<file path="config.mk">
export PLATFORM = sky130hd
export DESIGN_NAME = vga_sync_receiver
export DESIGN_NICKNAME = d
export VERILOG_FILES = /design/src/rtl/vga_timing_defs.sv /design/src/rtl/vga_sync_edge_det.sv /design/src/rtl/vga_sync_receiver.sv
export SDC_FILE = /design/constraint.sdc
export NUM_CORES = 1
export LEC_CHECK = 0
export CAP_MARGIN = 10
export CORE_MARGIN = 2
export CORE_UTILIZATION = 38
export CTS_BUF_LIST = sky130_fd_sc_hd__clkbuf_8
export CTS_CLUSTER_SIZE = 25
export DETAILED_ROUTE_END_ITERATION = 10
export PLACE_DENSITY = 0.62
export SLEW_MARGIN = 20
export SYNTH_ARGS = -nofsm -noshare
export SYNTH_HDL_FRONTEND = slang
export SYNTH_SLANG_ARGS = --single-unit
</file>
<file path="constraint.sdc">
create_clock -name pclk -period 6.43 [get_ports pclk]
set_clock_uncertainty 0.2 [all_clocks]
set_input_delay 1.286 -clock pclk [delete_from_list [all_inputs] [get_ports pclk]]
set_output_delay 1.286 -clock pclk [all_outputs]
set_load 0.1 [all_outputs]
</file>
<file path="src/rtl/vga_timing_defs.sv">
// Shared VGA timing package: 640x480@60 constants, derived totals and sync
// start positions, receiver FSM encodings, and a small saturating helper.
// The VGA generator uses the same package.
package vga_timing_defs;

  localparam int VGA_H_ACTIVE = 640;
  localparam int VGA_H_FP     = 16;
  localparam int VGA_H_SYNC   = 96;
  localparam int VGA_H_BP     = 48;
  localparam int VGA_V_ACTIVE = 480;
  localparam int VGA_V_FP     = 10;
  localparam int VGA_V_SYNC   = 2;
  localparam int VGA_V_BP     = 33;

  localparam int VGA_H_TOTAL  = VGA_H_ACTIVE + VGA_H_FP + VGA_H_SYNC + VGA_H_BP;
  localparam int VGA_V_TOTAL  = VGA_V_ACTIVE + VGA_V_FP + VGA_V_SYNC + VGA_V_BP;
  localparam int VGA_HS_START = VGA_H_ACTIVE + VGA_H_FP;
  localparam int VGA_VS_START = VGA_V_ACTIVE + VGA_V_FP;

  typedef enum logic [1:0] {
    ST_SEARCH = 2'd0,
    ST_HLOCK  = 2'd1,
    ST_LOCKED = 2'd2
  } rx_state_e;

  // 10-bit increment that sticks at all-ones
  function automatic logic [9:0] sat_inc10(input logic [9:0] v);
    return (v == 10'h3FF) ? v : v + 10'd1;
  endfunction

endpackage

</file>
<file path="src/rtl/vga_sync_edge_det.sv">
// Two-flop sync sampler with asserted-edge detect. POL is the asserted level.
// The edge is flagged in the cycle where the first flop shows the asserted
// level and the second flop does not.
module vga_sync_edge_det #(
  parameter logic POL = 1'b0
) (
  input  logic pclk,
  input  logic rst,
  input  logic s_in,
  output logic s_edge
);

  logic s_d, s_q, s2_d, s_q2;

  // next values: plain shift
  always_comb begin
    s_d  = s_in;
    s2_d = s_q;
  end

  // sampler flops reset to the idle level so reset release never fakes an edge
  always_ff @(posedge pclk or negedge rst) begin
    if (!rst) begin
      s_q  <= ~POL;
      s_q2 <= ~POL;
    end else begin
      s_q  <= s_d;
      s_q2 <= s2_d;
    end
  end

  assign s_edge = (s_q == POL) && (s_q2 != POL);

endmodule

</file>
<file path="src/rtl/vga_sync_receiver.sv">
// VGA sync receiver: locks a local hcount/vcount reconstruction onto incoming
// hsync/vsync, regenerates display/eof, flags lock, sync errors and loss of
// signal. Optional line/frame period measurement under VGA_RX_MEASURE_EN.
module vga_sync_receiver
  import vga_timing_defs::*;
#(
  parameter int H_ACTIVE   = VGA_H_ACTIVE,
  parameter int H_FP       = VGA_H_FP,
  parameter int H_SYNC     = VGA_H_SYNC,
  parameter int H_BP       = VGA_H_BP,
  parameter int V_ACTIVE   = VGA_V_ACTIVE,
  parameter int V_FP       = VGA_V_FP,
  parameter int V_SYNC     = VGA_V_SYNC,
  parameter int V_BP       = VGA_V_BP,
  parameter int HSYNC_POL  = 0,
  parameter int VSYNC_POL  = 0,
  parameter int LOCK_LINES = 4
) (
  input  logic       pclk,
  input  logic       rst,
  input  logic       hsync_in,
  input  logic       vsync_in,
  output logic [9:0] hcount_rx,
  output logic [9:0] vcount_rx,
  output logic       display_rx,
  output logic       eof_rx,
  output logic       locked,
  output logic       sync_err,
  output logic       no_signal,
  output logic [9:0] meas_htotal,
  output logic [9:0] meas_vtotal
);

  localparam int         MW        = $clog2(LOCK_LINES + 1);
  localparam logic [9:0] H_LAST    = 10'(H_ACTIVE + H_FP + H_SYNC + H_BP - 1);
  localparam logic [9:0] V_LAST    = 10'(V_ACTIVE + V_FP + V_SYNC + V_BP - 1);
  localparam logic [9:0] HS_START  = 10'(H_ACTIVE + H_FP);
  localparam logic [9:0] VS_START  = 10'(V_ACTIVE + V_FP);
  localparam logic [9:0] H_ACT     = 10'(H_ACTIVE);
  localparam logic [9:0] V_ACT     = 10'(V_ACTIVE);
  localparam logic [10:0] WD_LIMIT = 11'(2 * (H_ACTIVE + H_FP + H_SYNC + H_BP));

  logic hs_edge, vs_edge;

  vga_sync_edge_det #(.POL(1'(HSYNC_POL))) u_hs (
    .pclk(pclk), .rst(rst), .s_in(hsync_in), .s_edge(hs_edge)
  );
  vga_sync_edge_det #(.POL(1'(VSYNC_POL))) u_vs (
    .pclk(pclk), .rst(rst), .s_in(vsync_in), .s_edge(vs_edge)
  );

  rx_state_e     state_q, state_d;
  logic [9:0]    hcount_q, hcount_d, vcount_q, vcount_d;
  logic [MW-1:0] match_q, match_d;
  logic          locked_q, locked_d;
  logic [10:0]   wdog_q, wdog_d;
  logic          err_c;

  // state register; watchdog resets saturated so no_signal starts high
  always_ff @(posedge pclk or negedge rst) begin
    if (!rst) begin
      state_q  <= ST_SEARCH;
      hcount_q <= '0;
      vcount_q <= '0;
      match_q  <= '0;
      locked_q <= 1'b0;
      wdog_q   <= 11'h7FF;
    end else begin
      state_q  <= state_d;
      hcount_q <= hcount_d;
      vcount_q <= vcount_d;
      match_q  <= match_d;
      locked_q <= locked_d;
      wdog_q   <= wdog_d;
    end
  end

  // next state: free-running counters, realigned by hsync only while searching
  always_comb begin
    logic h_at, v_at, h_wrap;
    h_at     = (hcount_q == HS_START);
    v_at     = (hcount_q == 10'd0) && (vcount_q == VS_START);
    h_wrap   = (hcount_q == H_LAST);
    hcount_d = h_wrap ? 10'd0 : hcount_q + 10'd1;
    vcount_d = h_wrap ? ((vcount_q == V_LAST) ? 10'd0 : vcount_q + 10'd1) : vcount_q;
    state_d  = state_q;
    match_d  = match_q;
    err_c    = 1'b0;
    case (state_q)
      ST_SEARCH: begin
        if (hs_edge) begin
          hcount_d = HS_START + 10'd1;
          match_d  = h_at ? match_q + MW'(1) : MW'(1);
          if (match_d == MW'(LOCK_LINES)) state_d = ST_HLOCK;
        end
      end
      ST_HLOCK: begin
        err_c = (hs_edge != h_at) || (vs_edge && (hcount_q != 10'd0));
        if (!err_c && vs_edge) begin
          vcount_d = VS_START;
          state_d  = ST_LOCKED;
        end
      end
      ST_LOCKED: begin
        // h and v violations fold into one pulse
        err_c = (hs_edge != h_at) || (vs_edge != v_at);
      end
      default: state_d = ST_SEARCH;
    endcase
    if (err_c) begin
      state_d = ST_SEARCH;
      match_d = '0;
    end
    locked_d = (state_d == ST_LOCKED);
    wdog_d   = hs_edge ? 11'd0 : ((wdog_q == 11'h7FF) ? wdog_q : wdog_q + 11'd1);
  end

  // outputs decoded from registered state
  always_comb begin
    sync_err   = err_c;
    display_rx = locked_q && (hcount_q < H_ACT) && (vcount_q < V_ACT);
    eof_rx     = locked_q && (hcount_q == H_ACT) && (vcount_q == V_ACT);
    no_signal  = (wdog_q >= WD_LIMIT);
  end

  assign hcount_rx = hcount_q;
  assign vcount_rx = vcount_q;
  assign locked    = locked_q;

`ifdef VGA_RX_MEASURE_EN
  logic [9:0] hper_q, hper_d, hmeas_q, hmeas_d;
  logic [9:0] vlines_q, vlines_d, vmeas_q, vmeas_d;
  logic       hseen_q, hseen_d, vseen_q, vseen_d;

  // measurement next values; the first edge after reset only arms the measure
  always_comb begin
    hper_d   = hs_edge ? 10'd1 : sat_inc10(hper_q);
    hmeas_d  = (hs_edge && hseen_q) ? hper_q : hmeas_q;
    hseen_d  = hseen_q | hs_edge;
    vlines_d = vs_edge ? 10'd0 : (hs_edge ? sat_inc10(vlines_q) : vlines_q);
    vmeas_d  = (vs_edge && vseen_q) ? vlines_q : vmeas_q;
    vseen_d  = vseen_q | vs_edge;
  end

  // measurement registers
  always_ff @(posedge pclk or negedge rst) begin
    if (!rst) begin
      hper_q   <= '0;
      hmeas_q  <= '0;
      hseen_q  <= 1'b0;
      vlines_q <= '0;
      vmeas_q  <= '0;
      vseen_q  <= 1'b0;
    end else begin
      hper_q   <= hper_d;
      hmeas_q  <= hmeas_d;
      hseen_q  <= hseen_d;
      vlines_q <= vlines_d;
      vmeas_q  <= vmeas_d;
      vseen_q  <= vseen_d;
    end
  end

  assign meas_htotal = hmeas_q;
  assign meas_vtotal = vmeas_q;
`else
  assign meas_htotal = '0;
  assign meas_vtotal = '0;
`endif

endmodule

</file>
==> results of run 1 <==
## layout make-up
class                      count  area [sq um]
sequential                    41          1040
timing repair buffer          28           275
clock buffer                   5          68.8
clock inverter                 3          65.1
fill                         600          3450
tap                           77          96.3
inverter                      10          37.5
multi-input combinational    209          1310
## registers in the layout, indices dropped and copies added (netlist names)
name       cells
u_vs.s_q2      1
u_vs.s2_d      1
wdog_q        11
locked         1
u_hs.s_q2      1
vcount_rx     10
hcount_rx     10
u_hs.s2_d      1
state_q        2
match_q        3
## report_power, final
part	internal (mW)	switching (mW)	total [mW]
clock	0.154	0.0960	0.250
combinational	0.0740	0.214	0.288
sequential	0.296	0.0432	0.339
## metal layers
metal | up-vias | global-route usage (%) | wire length, um
met5 | - | 0 | 0
met4 | 0 | 3.90 | 13
met3 | 2 | 3.50 | 185
met2 | 38 | 23.1 | 2410
met1 | 929 | 20.8 | 2580
li1 | 966 | - | -
## cell usage after synthesis (all sizes together) (3+ instances only)
master,n,area (sq um)
nor3,10,50.1
a31oi,5,31.3
inv,10,37.5
nor4,6,37.5
xor2,12,105
xnor2,8,70.1
clkbuf,5,18.8
o21ai,13,65.1
a21oi,9,45.0
nor2b,6,37.5
ha,12,150
and3,10,62.6
or2,3,18.8
dfrtp,26,651
nor2,25,93.8
nor4b,5,56.3
dfstp,15,394
nand4,16,100
nand3,9,45.0
buf,21,161
nand2,17,63.8
## path summary, 6_finish.rpt
| check | start | end | slack (ns) | depth (start not counted) |
|---|---|---|---|---|
| min in group asynchronous | rst | match_q[0]$_DFFE_PN0P_ | 0.93 | 1 |
| setup / recovery | hcount_rx[0]$_DFF_PN0_ | sync_err | 1.34 | 8 |
| max in group asynchronous | rst | vcount_rx[8]$_DFF_PN0_ | 4.52 | 1 |
| hold reg to reg | u_vs.s2_d$_DFF_PN1_ | u_vs.s_q2$_DFF_PN1_ | 0.19 | 0 |
| hold / removal | u_vs.s2_d$_DFF_PN1_ | u_vs.s_q2$_DFF_PN1_ | 0.19 | 0 |
| setup reg to reg | hcount_rx[0]$_DFF_PN0_ | locked$_DFF_PN0_ | 3.83 | 7 |
## cells by family after synthesis
kind of cell    synth area share [%]
xor+xnor                        7.02
fa+ha+maj                       6.01
compound gates                  8.42
flops                           41.9
simple gates                    27.8
buf+inv                         8.72
other cells                    0.150
## through the flow
step	power, mW	area [sq um]	setup WS, ns
final	0.878	2900	1.34
after global routing	0.923	2900	1.10
after detailed placement	0.631	2760	1.63
after CTS	0.884	2890	1.30
after global placement	0.629	2760	1.71
after floorplan	0.579	2570	1.39
==> metrics.md, run 1 <==
| Metric | Value |
|---|---|
| Vias in the first global route | `roughly 1,800` |
| GP Congestion | `slightly above 0.8` |
| Flops & latches, synth | `41` |
| Hold slack | `around 0.19 ns` |
| Layout cells sized above 1 | `approximately 11%` |
| Fin util | `between 40% and 50%` |
| Hold crit path type | `flop to flop` |
| Post-CTS Resized | `0` |
| Num rows | `29` |
| Initial antenna violation count | `0` |
| Remaining Overflow, GRT | `0` |
| Cells after synthesis | `between 200 and 300` |
| DRC viols | `0` |
| Final Hold Vio Count | `0` |
| Worst-Margin Slew | `0.982 ns` |
| Max-slew headroom | `about a third` |
| Commonest non-fill, non-tap cells in the layout | `clkdlybuf4s50_1, dfrtp_1, nor2_1, conb_1, nand2_1` |
| CTS Sinks | `41` |
| Non-filler instance count after layout | `373` |
| Diodes inserted | `0` |
| Critical path endpoint category | `output port` |
| Buf/Inv on CP | `2` |
| Worst-Skew Late Latency | `between 0.2 and 0.3 ns` |
| Chip width | `between 80 and 90 um` |
| Core region area | `between 0.006 and 0.007 sq mm` |
| Initial Utilization | `between 30% and 40%` |
| Die height | `~85 um` |
| Die area | `0.00723 sq mm` |
| DRT antenna net count | `0` |
| Tmin final | `between 5 and 6 ns` |
| Final setup viols | `0` |
| Vias per cell | `~5.2` |
| Synthesis Warnings | `0` |
| Largest net degree at the start of global routing | `42` |
| DP HPWL | `approximately 3.6 mm` |
| Cells along the critical path | `inv_1, ha_1, or4b_4, nor3_1, nand4_1, a31oi_1, or2_2, clkdlybuf4s50_1` |
| Final wirelength | `between 5 and 6 mm` |
| Hold_buf cts | `0` |
| First-pass GRT wire length | `around 8.7 mm` |
| Asr flop ratio synth | `100%` |
| Maximum VDD drop | `0.366 mV` |
| CP arrival | `3.61 ns` |
| Syn Area/Cell | `around 9.3 sq um` |
| Max-cap viol count | `0` |
| Synth Cell Area | `around 0.0025 sq mm` |
| Post-route setup TNS | `0 ns` |
| Clk slew on worst S/H paths | `approximately 0.080 ns` |
| Ys flop type | `dfrtp_1` |
| Status | `finished clean` |
| P_leak | `between 1 and 1.5 nW` |
| Netlist cell types | `43` |
| WP data required | `around 4.9 ns` |
| Final Slew Violations | `0` |
| Setup bufs post-CTS | `0` |
| Nets | `~310` |
| Synth-to-Final Area Change | `16.1%` |
| PD cells | `a little over 300 mW/mm^2` |
| Via count | `1,935` |
| CP startpoint kind | `flop` |
| Dpl cells | `around 370` |
| CTS HTree Levels | `2` |
| DRT Pass-1 Iters | `4` |
| TritonCTS clock tree | `built` |
| Commonest non-fill, non-tap cell in the layout | `clkdlybuf4s50_1` |
| PortBufs | `28` |
| Setup CP Type | `flop to output port` |
| Max Root-Sink Buffers | `2` |
| Average routed wire per standard cell | `around 14 um` |
| CTS Buf Count | `5` |
| Root buffer cell | `clkbuf_8` |
| DRT iter0 DRCs | `100` |
| Total Routing Usage GR | `roughly 15%` |
| Crit-path max cell delay | `approximately 1.1 ns` |
| I/O pin cnt | `~50` |
| Post-synth EDFFs | `0` |
| Worst Path Max Fanout | `7` |
| CP max-delay cell | `clkdlybuf4s50_1` |
| Final period utilization | `between 70% and 80%` |
| Seq/Total Area, Yosys | `between 40% and 50%` |
| Unrepaired setup endpoints after global routing | `false` |
| Top delay family on crit path | `buffers and inverters` |
| Max Fclk | `roughly 200 MHz` |
No activity file was read; power rests on OpenSTA's default activity.
==> run 2, diff against run 1 <==
--- a/config.mk
+++ b/config.mk
@@ -11,7 +11,7 @@
 export CTS_BUF_LIST = sky130_fd_sc_hd__clkbuf_8
 export CTS_CLUSTER_SIZE = 25
 export DETAILED_ROUTE_END_ITERATION = 10
-export PLACE_DENSITY = 0.62
+export PLACE_DENSITY = 0.64
 export SLEW_MARGIN = 20
 export SYNTH_ARGS = -nofsm -noshare
 export SYNTH_HDL_FRONTEND = slang
==> constraint.sdc (replaced) <==
create_clock -name pclk -period 4.2 [get_ports pclk]
set_clock_uncertainty 0.2 [all_clocks]
set_input_delay 0.84 -clock pclk [delete_from_list [all_inputs] [get_ports pclk]]
set_output_delay 0.84 -clock pclk [all_outputs]
set_load 0.1 [all_outputs]
==> run 2 against run 1 <==
Against the previous run: combinational power grew 53%; sequential share of layout area is 0.55 points higher; register-to-register slack lost 2.3 ns; final cell count stayed put; clock power rose by 3%; critical path type unchanged.
==> metrics.md, run 2 (synthesized netlist as in run 1, its figures left out) <==
| Metric | Value |
|---|---|
| Hold crit path type | `flop to flop` |
| Clk slew on worst S/H paths | `roughly 0.090 ns` |
| Critical path endpoint category | `output port` |
| Worst Path Max Fanout | `7` |
| First-pass GRT wire length | `about 8.8 mm` |
| R2R setup slack | `~1.5 ns` |
| Chip width | `between 80 and 90 um` |
| Diodes inserted | `0` |
| DRC viols | `0` |
| Worst Setup Slack, final | `0.418 ns` |
| Die area | `roughly 0.0072 sq mm` |
| Nets | `approximately 310` |
| Post-route setup TNS | `0 ns` |
| Number of flip-flops in the largest register | `11` |
| Commonest non-fill, non-tap cells in the layout | `dfrtp_1, nor2_1, clkdlybuf4s50_1, conb_1, nand2_1` |
| CTS HTree Levels | `2` |
| Average routed wire per standard cell | `14.1 um` |
| Post-CTS Resized | `0` |
| Worst-Margin Slew | `1.02 ns` |
| Root buffer cell | `clkbuf_8` |
| Max Root-Sink Buffers | `2` |
| Final setup viols | `0` |
| Hold_buf cts | `0` |
| Die height | `roughly 85 um` |
| Final Slew Violations | `0` |
| Hold slack | `0.191 ns` |
| Final period utilization | `90.0%` |
| Met1 Track Usage GR | `approximately a fifth` |
| Hold_sp | `u_hs.s2_d$_DFF_PN1_` |
| Met3 global-route usage | `approximately 3.1%` |
| Hold depth | `0` |
| Layout cells sized above 1 | `between 10% and 20%` |
| Max-slew headroom | `31.0%` |
| Pre-CTS setup slack | `0.757 ns` |
| Filler cells | `a little over 600` |
| R2R depth | `7` |
| Top Usage Layer GRT | `met2` |
| PortBufs | `28` |
| CP arrival | `about 2.7 ns` |
| Initial Utilization | `approximately two fifths` |
| DRT antenna net count | `0` |
| Num rows | `29` |
| Maximum VDD drop | `around 0.35 mV` |
| Final Hold Vio Count | `0` |
| CTS Sinks | `just over 40` |
| Total Routing Usage GR | `about 15%` |
| Max Fclk | `~260 MHz` |
| Vias in the first global route | `about 1,800` |
| TritonCTS clock tree | `built` |
| CP startpoint kind | `flop` |
| CTS Buf Count | `5` |
| Commonest non-fill, non-tap cell in the layout | `dfrtp_1` |
| Vias per cell | `between 5 and 6` |
| DP HPWL | `approximately 3.7 mm` |
| Biggest register | `wdog_q` |
| Grt met2 use | `23.5%` |
| Largest net degree at the start of global routing | `42` |
| Status | `finished clean` |
| GP Congestion | `0.775` |
| Unrepaired setup endpoints after global routing | `false` |
| I/O pin cnt | `49` |
| Synth-to-Final Area Change | `14.4%` |
| DRT Pass-1 Iters | `4` |
| Initial antenna violation count | `0` |
| Tmin final | `around 3.8 ns` |
| Critical R2R Capture | `vcount_rx[1]$_DFF_PN0_` |
| Setup bufs post-CTS | `0` |
| Setup CP Type | `flop to output port` |
| P_leak | `1.21 nW` |
| Final wirelength | `5.27 mm` |
| Hold EP | `u_hs.s_q2$_DFF_PN1_` |
| Core region area | `0.00635 sq mm` |
| Max-cap viol count | `0` |
| PD cells | `between 400 and 500 mW/mm^2` |
| Remaining Overflow, GRT | `0` |
| Via count | `1,948` |
| WP data required | `3.16 ns` |
| DRT iter0 DRCs | `97` |
| Reg-to-reg startpoint | `hcount_rx[0]$_DFF_PN0_` |
| Worst-Skew Late Latency | `0.29 ns` |
## run 2: area by class of cell
class	instances	area [sq um]	share of cell area [%]
repair buffers	28	280	9.82
inverters	10	37.5	1.31
multi-input cells	209	1310	45.9
clock buffers	5	68.8	2.41
well taps	77	96.3	3.37
clock inverters	3	17.5	0.613
flip-flops and latches	41	1040	36.6
## run 2: critical path, cell delays in order, from the launching register on
cell,delay [ns]
dfrtp_1,0.44
inv_1,0.08
ha_1,0.16
or4b_4,0.47
nor3_1,0.25
nand4_1,0.13
a31oi_1,0.50
or2_2,0.25
buf_12,0.17
## run 2: worst max-delay path by stage
stage | startpoint | endpoint | slack [ns] | depth (start not counted)
final | hcount_rx[0]$_DFF_PN0_ | sync_err | 0.42 | 8
after global routing | hcount_rx[0]$_DFF_PN0_ | sync_err | 0.14 | 8
after CTS | hcount_rx[0]$_DFF_PN0_ | sync_err | 0.42 | 8
after detailed placement | hcount_rx[0]$_DFF_PN0_ | sync_err | 0.76 | 8
after global placement | hcount_rx[0]$_DFF_PN0_ | sync_err | 0.80 | 8
after floorplan | hcount_rx[8]$_DFF_PN0_ | sync_err | 0.35 | 6
## run 2: routing by layer
metal	up-vias	part of all wire, %
met5	-	0
met4	0	0.44
met3	4	3.3
met2	35	46
met1	940	50
li1	969	-
## run 2: power by group
part / total (mW) / internal, mW / switching [mW]
logic: 0.440 / 0.113 / 0.327
clock network: 0.257 / 0.115 / 0.142
registers: 0.520 / 0.453 / 0.0670
total: 1.22 / 0.681 / 0.536
## run 2: metrics by stage
stage	power [mW]	utilization [%]	std cells	instance area, sq um
floorplan	0.886	-	286	2570
finish	1.22	45.0	373	2860
global placement	0.962	43.6	365	2770
CTS	1.23	45.0	373	2860
detailed placement	0.967	43.6	365	2770
global route	1.28	45.0	373	2860
==> run 3, diff against run 2 <==
--- a/config.mk
+++ b/config.mk
@@ -5,12 +5,11 @@
 export SDC_FILE = /design/constraint.sdc
 export NUM_CORES = 1
 export LEC_CHECK = 0
-export CAP_MARGIN = 10
-export CORE_MARGIN = 2
 export CORE_UTILIZATION = 38
 export CTS_BUF_LIST = sky130_fd_sc_hd__clkbuf_8
 export CTS_CLUSTER_SIZE = 25
 export DETAILED_ROUTE_END_ITERATION = 10
+export GPL_ROUTABILITY_DRIVEN = 1
 export PLACE_DENSITY = 0.64
 export SLEW_MARGIN = 20
 export SYNTH_ARGS = -nofsm -noshare
==> run 3 against run 2 <==
Against the previous run: worst hold slack worse by 0.0098 ns; non-clock buffer count grew 1; power up 0.29%; combinational power is essentially flat; final area increased by 0.48%; sequential power about the same; first-iteration DRC count decreased by 10%; register-to-register slack better by 0.07 ns; setup slack better by 0.069 ns; sequential share of layout area shrank 0.18 points; count of clock-buffer cells in the layout unchanged.
==> metrics.md, run 3 (synthesized netlist as in run 1, its figures left out) <==
| Metric | Value |
|---|---|
| CTS Sinks | `41` |
| Worst Setup SP | `hcount_rx[0]$_DFF_PN0_` |
| Final setup viols | `0` |
| TritonCTS clock tree | `built` |
| Final period utilization | `88.4%` |
| Die area | `approximately 0.0069 sq mm` |
| Average routed wire per standard cell | `approximately 14 um` |
| Final Hold Vio Count | `0` |
| Post-route setup TNS | `0 ns` |
| Status | `finished clean` |
| Num rows | `29` |
| GP Congestion | `between 0.7 and 0.8` |
| Vias in the first global route | `between 1,500 and 2,000` |
| CTS Buf Count | `5` |
| Remaining Overflow, GRT | `0` |
| Post-CTS Resized | `0` |
| R2R depth | `7` |
| DP HPWL | `about 3.8 mm` |
| Critical path depth | `8` |
| Filler cells | `around 610` |
| Top delay family on crit path | `simple AND/OR/NAND/NOR gates` |
| Hold crit path type | `flop to flop` |
| Nets | `between 300 and 400` |
| Total power | `about 1.2 mW` |
| Clk slew on worst S/H paths | `0.08 ns` |
| P_leak | `approximately 1.2 nW` |
| Tmin final | `around 3.7 ns` |
| Setup CP Type | `flop to output port` |
| Total Routing Usage GR | `15.7%` |
| Max-slew headroom | `between 30% and 40%` |
| Root buffer cell | `clkbuf_8` |
| Worst-Margin Slew | `about 1 ns` |
| Final non-filler cell area | `about 0.0029 sq mm` |
| PortBufs | `28` |
| Worst Path Max Fanout | `7` |
| Commonest non-fill, non-tap cell in the layout | `dfrtp_1` |
| Crit-path max cell delay | `0.47 ns` |
| Die height | `a little over 80 um` |
| Cells along the critical path | `inv_1, ha_1, or4b_4, or2_1, o21ai_0, a21oi_1, or2_2, buf_12` |
| PD cells | `426 mW/mm^2` |
| DRT Pass-1 Iters | `4` |
| First-pass GRT wire length | `8.75 mm` |
| DRC viols | `0` |
| Max Fclk | `roughly 270 MHz` |
| Initial antenna violation count | `0` |
| Pre-CTS setup slack | `about 0.85 ns` |
| Largest net degree at the start of global routing | `between 40 and 50` |
| CP startpoint kind | `flop` |
| Maximum VDD drop | `about 0.36 mV` |
| Max Root-Sink Buffers | `2` |
| Hold_buf cts | `0` |
| Diodes inserted | `0` |
| Chip width | `about 83 um` |
| Critical path endpoint category | `output port` |
| Worst-Skew Late Latency | `0.30 ns` |
| Biggest register | `wdog_q` |
| Worst Setup Slack, final | `a little under 0.5 ns` |
| Non-filler instance count after layout | `374` |
| Number of flip-flops in the largest register | `11` |
| Layout cells sized above 1 | `between 10% and 20%` |
| Unrepaired setup endpoints after global routing | `false` |
| Max-cap viol count | `0` |
| Core region area | `0.00635 sq mm` |
| Via count | `between 1,500 and 2,000` |
| Vias per cell | `approximately 5.3` |
| I/O pin cnt | `between 40 and 50` |
| R2R setup slack | `between 1.5 and 2 ns` |
| CP max-delay cell | `or4b_4` |
| Final Slew Violations | `0` |
| CTS HTree Levels | `2` |
| Buf/Inv on CP | `2` |
| Dpl cells | `about 370` |
| Multi-input logic area | `~0.0013 sq mm` |
| DRT antenna net count | `0` |
| Synth-to-Final Area Change | `14.9%` |
| Initial Utilization | `39.3%` |
| WP data required | `approximately 3.2 ns` |
| CP arrival | `2.67 ns` |
| Setup crit end | `sync_err` |
| Area post-placement | `roughly 0.0028 sq mm` |
| Reg-to-reg startpoint | `hcount_rx[0]$_DFF_PN0_` |
| Critical R2R Capture | `locked$_DFF_PN0_` |
| Setup bufs post-CTS | `0` |
| Commonest non-fill, non-tap cells in the layout | `dfrtp_1, nor2_1, clkdlybuf4s50_1, conb_1, nand2_1` |
| DRT iter0 DRCs | `slightly below 90` |
| Final wirelength | `between 5 and 6 mm` |
| Register area | `around 0.0010 sq mm` |
==> run 3: cell count changes in the layout (fill, tap and decap cells not counted), sizes merged <==
cell,previous run,this run
buf,4,5
==> run 3: cell type report <==
cell class	count	share of cell area (%)
tap	77	3.36
sequential	41	36.4
inverter	10	1.31
clock buffer	5	2.40
timing repair buffer	29	10.0
clock inverter	3	0.611
multi-input combinational	209	45.9
==> run 3: worst min-delay path by stage <==
stage	cells past startpoint	start	to	slack, ns
after floorplan	0	u_vs.s2_d$_DFF_PN1_	u_vs.s_q2$_DFF_PN1_	0.16
after global placement	0	u_vs.s2_d$_DFF_PN1_	u_vs.s_q2$_DFF_PN1_	0.17
after detailed placement	0	u_vs.s2_d$_DFF_PN1_	u_vs.s_q2$_DFF_PN1_	0.17
after CTS	0	u_vs.s2_d$_DFF_PN1_	u_vs.s_q2$_DFF_PN1_	0.18
after global routing	0	u_vs.s2_d$_DFF_PN1_	u_vs.s_q2$_DFF_PN1_	0.19
final	0	u_vs.s2_d$_DFF_PN1_	u_vs.s_q2$_DFF_PN1_	0.18
==> run 3: per-layer routing <==
metal | track usage (%) | wire, um | part of all wire, % | up-vias
li1 | - | - | - | 965
met1 | 21.5 | 2590 | 49 | 965
met2 | 24.7 | 2440 | 46 | 40
met3 | 3.48 | 196 | 3.7 | 8
met4 | 4.70 | 61 | 1.2 | 0
met5 | 0 | 0 | 0 | -
==> run 3: worst reg2reg max path: cells and delay by family, from the launching register on <==
| kind | cells | cell delay (ns) |
|---|---|---|
| AO/OA/AOI/OAI | 1 | 0.24 |
| flip-flops | 1 | 0.44 |
| adder cells (fa/ha/maj) | 1 | 0.17 |
| buffers and inverters | 1 | 0.08 |
| AND/OR/NAND/NOR | 4 | 1.40 |
==> run 3: stage by stage <==
| step | utilization (%) | hold WS, ns |
|---|---|---|
| 2_1_floorplan | - | 0.158 |
| 3_3_place_gp | 43.7 | 0.172 |
| 3_5_place_dp | 43.7 | 0.168 |
| 4_1_cts | 45.1 | 0.184 |
| 5_1_grt | 45.2 | 0.188 |
| 6_report | 45.2 | 0.181 |
==> run 3: power breakdown <==
| part | switching, mW | internal [mW] |
|---|---|---|
| registers | 0.0679 | 0.453 |
| clock network | 0.144 | 0.115 |
| logic | 0.328 | 0.113 |
| total | 0.540 | 0.681 |
